`src/rtl/mem_port_arbiter.sv`:
```
// Two-port arbiter for the shared instruction/data memory.
// Port 0 is the CPU datapath and port 1 is the DMA/program loader. A
// three-state FSM hands ownership between them, and a burst limit keeps
// either port from starving the other. The memory address, write data and
// write enable are taken from whichever port currently owns the memory.
module mem_port_arbiter #(
  parameter int ADDR_W       = 32,
  parameter int DATA_W       = 32,
  parameter int MAX_BURST    = 4,
  parameter int CPU_PRIORITY = 1
) (
  input  logic              clock,
  input  logic              resetN,
  // CPU port
  input  logic              cpuReq,
  input  logic              cpuWe,
  input  logic [ADDR_W-1:0] cpuAddr,
  input  logic [DATA_W-1:0] cpuWData,
  output logic              cpuGnt,
  output logic [DATA_W-1:0] cpuRData,
  output logic              cpuRValid,
  output logic              cpuStall,
  // DMA port
  input  logic              dmaReq,
  input  logic              dmaWe,
  input  logic [ADDR_W-1:0] dmaAddr,
  input  logic [DATA_W-1:0] dmaWData,
  output logic              dmaGnt,
  output logic [DATA_W-1:0] dmaRData,
  output logic              dmaRValid,
  // memory side
  output logic [ADDR_W-1:0] memAddr,
  output logic [DATA_W-1:0] memWData,
  output logic              memWE,
  input  logic [DATA_W-1:0] memRData
);

  localparam int CNT_W = $clog2(MAX_BURST + 1);
  localparam logic [CNT_W-1:0] MAX_CNT = CNT_W'(MAX_BURST);

  typedef enum logic [1:0] {
    IDLE    = 2'd0,
    OWN_CPU = 2'd1,
    OWN_DMA = 2'd2
  } state_t;

  state_t            state_q, state_d;
  logic [CNT_W-1:0]  burst_q, burst_d, burst_inc;
  logic              cpu_gnt_q, dma_gnt_q;
  logic [DATA_W-1:0] cpu_rdata_q, dma_rdata_q;
  logic              cpu_rvalid_q, dma_rvalid_q;
  logic              cpu_xfer, dma_xfer;

  // A transfer is a cycle in which the owner is also requesting.
  assign cpu_xfer = cpu_gnt_q & cpuReq;
  assign dma_xfer = dma_gnt_q & dmaReq;

  // The owner drives the memory; IDLE parks the bus at zero. The write
  // enable is also gated by reset so no write lands in a reset cycle.
  always_comb begin
    memAddr  = '0;
    memWData = '0;
    if (cpu_gnt_q) begin
      memAddr  = cpuAddr;
      memWData = cpuWData;
    end else if (dma_gnt_q) begin
      memAddr  = dmaAddr;
      memWData = dmaWData;
    end
  end

  assign memWE = resetN & ((cpu_xfer & cpuWe) | (dma_xfer & dmaWe));

  // Next-state and burst-count logic; the count restarts on every ownership change.
  always_comb begin
    state_d   = state_q;
    burst_inc = (burst_q == MAX_CNT) ? MAX_CNT : burst_q + 1'b1;
    burst_d   = burst_q;
    case (state_q)
      IDLE: begin
        if (cpuReq && (!dmaReq || (CPU_PRIORITY != 0))) state_d = OWN_CPU;
        else if (dmaReq)                                state_d = OWN_DMA;
      end
      OWN_CPU: begin
        if (!cpuReq) begin
          state_d = dmaReq ? OWN_DMA : IDLE;
        end else begin
          burst_d = burst_inc;
          if ((burst_inc == MAX_CNT) && dmaReq) state_d = OWN_DMA;
        end
      end
      OWN_DMA: begin
        if (!dmaReq) begin
          state_d = cpuReq ? OWN_CPU : IDLE;
        end else begin
          burst_d = burst_inc;
          if ((burst_inc == MAX_CNT) && cpuReq) state_d = OWN_CPU;
        end
      end
      default: state_d = IDLE;
    endcase
    if (state_d != state_q) burst_d = '0;
  end

  // FSM state, registered grants and read-data capture for both ports.
  always_ff @(posedge clock) begin
    if (!resetN) begin
      state_q      <= IDLE;
      burst_q      <= '0;
      cpu_gnt_q    <= 1'b0;
      dma_gnt_q    <= 1'b0;
      cpu_rdata_q  <= '0;
      dma_rdata_q  <= '0;
      cpu_rvalid_q <= 1'b0;
      dma_rvalid_q <= 1'b0;
    end else begin
      state_q      <= state_d;
      burst_q      <= burst_d;
      cpu_gnt_q    <= (state_d == OWN_CPU);
      dma_gnt_q    <= (state_d == OWN_DMA);
      cpu_rvalid_q <= cpu_xfer & ~cpuWe;
      dma_rvalid_q <= dma_xfer & ~dmaWe;
      if (cpu_xfer && !cpuWe) cpu_rdata_q <= memRData;
      if (dma_xfer && !dmaWe) dma_rdata_q <= memRData;
    end
  end

  assign cpuGnt    = cpu_gnt_q;
  assign dmaGnt    = dma_gnt_q;
  assign cpuRData  = cpu_rdata_q;
  assign dmaRData  = dma_rdata_q;
  assign cpuRValid = cpu_rvalid_q;
  assign dmaRValid = dma_rvalid_q;
  assign cpuStall  = cpuReq & ~cpu_gnt_q;

endmodule

```
`config.mk`:
```
export PLATFORM = sky130hd
export DESIGN_NAME = mem_port_arbiter
export DESIGN_NICKNAME = d
export VERILOG_FILES = /design/src/rtl/mem_port_arbiter.sv
export SDC_FILE = /design/constraint.sdc
export NUM_CORES = 1
export LEC_CHECK = 0
export ABC_AREA = 1
export BUFFER_PORTS_ARGS = -buffer_cell sky130_fd_sc_hd__buf_2
export CAP_MARGIN = 20
export CORE_AREA = 2 2 117 119
export CTS_CLUSTER_DIAMETER = 150
export CTS_CLUSTER_SIZE = 16
export DETAILED_ROUTE_END_ITERATION = 8
export DIE_AREA = 0 0 119 121
export GPL_TIMING_DRIVEN = 0
export MAX_ROUTING_LAYER = met4
export PLACE_DENSITY_LB_ADDON = 0.25
export SLEW_MARGIN = 25
export SYNTH_ARGS = -nofsm -noshare
export SYNTH_HDL_FRONTEND = slang
export SYNTH_SLANG_ARGS = --single-unit
```
`constraint.sdc`:
```
create_clock -name clock -period 3.15 [get_ports clock]
set_input_delay 0.63 -clock clock [delete_from_list [all_inputs] [get_ports clock]]
set_output_delay 0.63 -clock clock [all_outputs]
set_load 0.005 [all_outputs]
```
==> flow_summary.toml <==
[sta]
hold_viol = 0
min_period_ps = 2580
final.period_utilization = 0.820
grt_setup_unrepaired = "false"
tightest_slew_ps = 567
fin_hold_ws_ps = 495
final_max_slew_viol_count = 0
slew_headroom = 0.622
finalSetupTns_ps = 0
final-setup-viol-count = 0
fin_skew_ps = 4.02
max_freq_mhz = 387

[power]
p_int_uw = 1790
pwr-share-clk = 0.409
seqPwrFrac = 0.399
sw_frac_of_total = 0.266
max-vdd-ir-drop_uv = 382
p_leak_uw = 0.00332
p_sw_uw = 649
p_per_area_mw_per_mm2 = 432
combinationalPowerShare = 0.191

[finish]
drive_gt1_frac = 0.401
stdcell_count = 1057
syn_to_final_growth_pct = 54.9
postLayoutCoreUtil = 0.432
nNetsFinal = 1044
final_area_mm2 = 0.00565

[clock_network]
clk_path_buf_depth = 2
path_clk_slew_ps = 50
cts_hold_buf = 0
htreeDepth = 3
cts_tree = "yes"
cts.sink_count = 73
post_cts_buffers = 0
clkLatencyLatePin_ps = 330
cts_made_buffers = 9
cts_resized = 0
cts_root_buf = "clkbuf_16"

[critical_path]
arrival_ps = 1950
slowest_delay_ps = 440
cp_max_fo = 10
critPathSlowestCell = "clkbuf_1"
crit_required_ps = 2520
setup.worst_path.start_class = "flop"
critPathLaunch = "dmaGnt"
reg2reg_from = "cpuGnt"
crit_type = "flop to output pin"
cpMostUsedCell = "clkbuf_1"
endpoint_kind = "output pin"
path_cells = "clkbuf_1, clkbuf_1, nand3_1, nand2_1, buf_2"

[synthesis]
synthDominantCellAreaShare = 0.401
synthTopCellsByArea = "dfxtp_1, nand2_1, nor2_1, nand3_1, o21ai_0"
avgSynthCellArea_um2 = 6.43
synthXorXnorAreaFrac = 0
synth.area.mux_share = 0
synthAdderAreaFrac = 0.00686
yosysTopAreaCell = "dfxtp_1"
synthCells = 567
synth_fp_nets = 735
synth_top_family_by_area = "simple AND/OR/NAND/NOR gates"
synth_simple_gate_area_frac = 0.418
synth-compound-area-share = 0.111
ys_ff_latch = 73
ys_seq_area_frac = 0.401
synth.distinct_cells = 22
syn_area_mm2 = 0.00365
yosysWarningCount = 0

[placed_design]
dpl.hpwl_um = 12800
placed_cell_area_mm2 = 0.00536
globalplace.congestion = 0.869
dp_cells = 1041
portBuffers = 298

[floorplan]
die-area_mm2 = 0.0144
die_x_um = 119
start_util = 0.279
core_area_mm2 = 0.0131
die_y_um = 121
rows = 42
ioPinCount = 300

[detailed_routing]
totalWireLength_um = 15800
dr_wl_met3_um = 1440
routed.top_layer = "met4"
vias = 4768
firstDrtPassIters = 6
drtIter0Drc = 246
post_drt_wl_per_cell_um = 15.0
drc = 0
m1WireLength_um = 6780
vias_per_cell = 4.51
wl_met2_um = 7340
ant_nets = 0

[global_routing]
grt_pass1_vias = 4402
antenna_found_initial = 1
grt_start_max_net_pins = 12
gr-total-overflow = 0
grt_pass1_wl_um = 23400
grt_usage = 0.215

[run]
drv_cap = 0

[hold_path]
hold_path.startpoint = "cpuRData[15]"
min_path_type = "flop to flop"

[status]
status = "complete, no violations"
power by group through the flow:
stage | registers (uW) | clock network (uW) | logic (uW)
floorplan | 995 | 0 | 193
global placement | 992 | 0 | 467
detailed placement | 993 | 0 | 467
CTS | 974 | 1020 | 471
global route | 977 | 1070 | 516
finish | 974 | 999 | 467
path summary, 6_finish.rpt:
path              depth (start not counted)  slack (ps)            to
hold reg to reg                           2         500  cpuRData[15]
hold / removal                            2         500  cpuRData[15]
setup reg to reg                          7        1530  cpuRData[25]
setup / recovery                          5         570  memWData[21]
layout make-up:
cell class                 count  area, um^2
inverter                      16        60.1
sequential                    73        1460
buffer                        40         171
tap                          176         220
clock buffer                  13         250
fill                        1459        7440
clock inverter                 2        38.8
antenna                        1        2.50
timing repair buffer         298        1490
multi-input combinational    438        1950
cells in the mapped netlist:
cell type / instances
a211oi_2: 1
a21oi_1: 5
a21oi_4: 1
buf_2: 17
clkbuf_1: 23
dfxtp_1: 73
ha_1: 2
inv_1: 11
inv_2: 5
nand2_1: 141
nand2_2: 6
nand2_4: 1
nand3_1: 69
nand3_2: 5
nand4_1: 1
nor2_1: 131
nor2_2: 2
nor2_4: 1
nor3_2: 3
o21ai_0: 63
o21ai_1: 5
o21ai_2: 1
metrics by stage:
stage                     power, uW  setup slack, ps
after floorplan                1190             1430
after global placement         1460              903
after CTS                      2470              539
final                          2440              566
after global routing           2560              374
after detailed placement       1460              897
routing by layer:
| metal | up-vias | track usage |
|---|---|---|
| li1 | 2439 | - |
| met2 | 215 | 0.349 |
| met1 | 2096 | 0.261 |
| met4 | 0 | 0.0595 |
| met5 | - | - |
| met3 | 18 | 0.0625 |
critical path, delay by kind of cell (launching register included):
family,cells,cell delay [ps]
buf+inv,3,1030
simple gates,2,210
flops,1,400
cells by family after synthesis:
logic type	count (synthesis)
and+or+nand+nor	360
AOI/OAI and AO/OA	76
DFF	73
buffers and inverters	56
adders and majority gates	2
cell usage in the layout, fill, tap and decap left out:
master,Yosys,final
nand2_4,1,1
a21oi_4,1,1
dfxtp_1,73,73
a21oi_1,5,5
nand3_1,69,69
nor2_4,1,1
o21ai_0,63,63
nand2_1,141,141
nor3_2,3,3
clkbuf_8,0,1
nand2_2,6,6
a211oi_2,1,1
o21ai_2,1,1
ha_1,2,2
o21ai_1,5,5
nor2_2,2,2
clkinv_4,0,1
inv_1,11,11
nor2_1,131,131
nand4_1,1,1
clkbuf_16,0,9
clkbuf_1,23,26
nand3_2,5,5
bufinv_16,0,1
buf_2,17,315
diode_2,0,1
inv_2,5,5
flip-flops by register name, summed over array words and instances, names as in the netlist:
| signal | cells |
|---|---|
| burst_q | 3 |
| cpuGnt | 1 |
| cpuRData | 32 |
| cpuRValid | 1 |
| dmaGnt | 1 |
| dmaRData | 32 |
| dmaRValid | 1 |
| state_q | 2 |
Note: power is estimated with default switching activity, not from simulation.
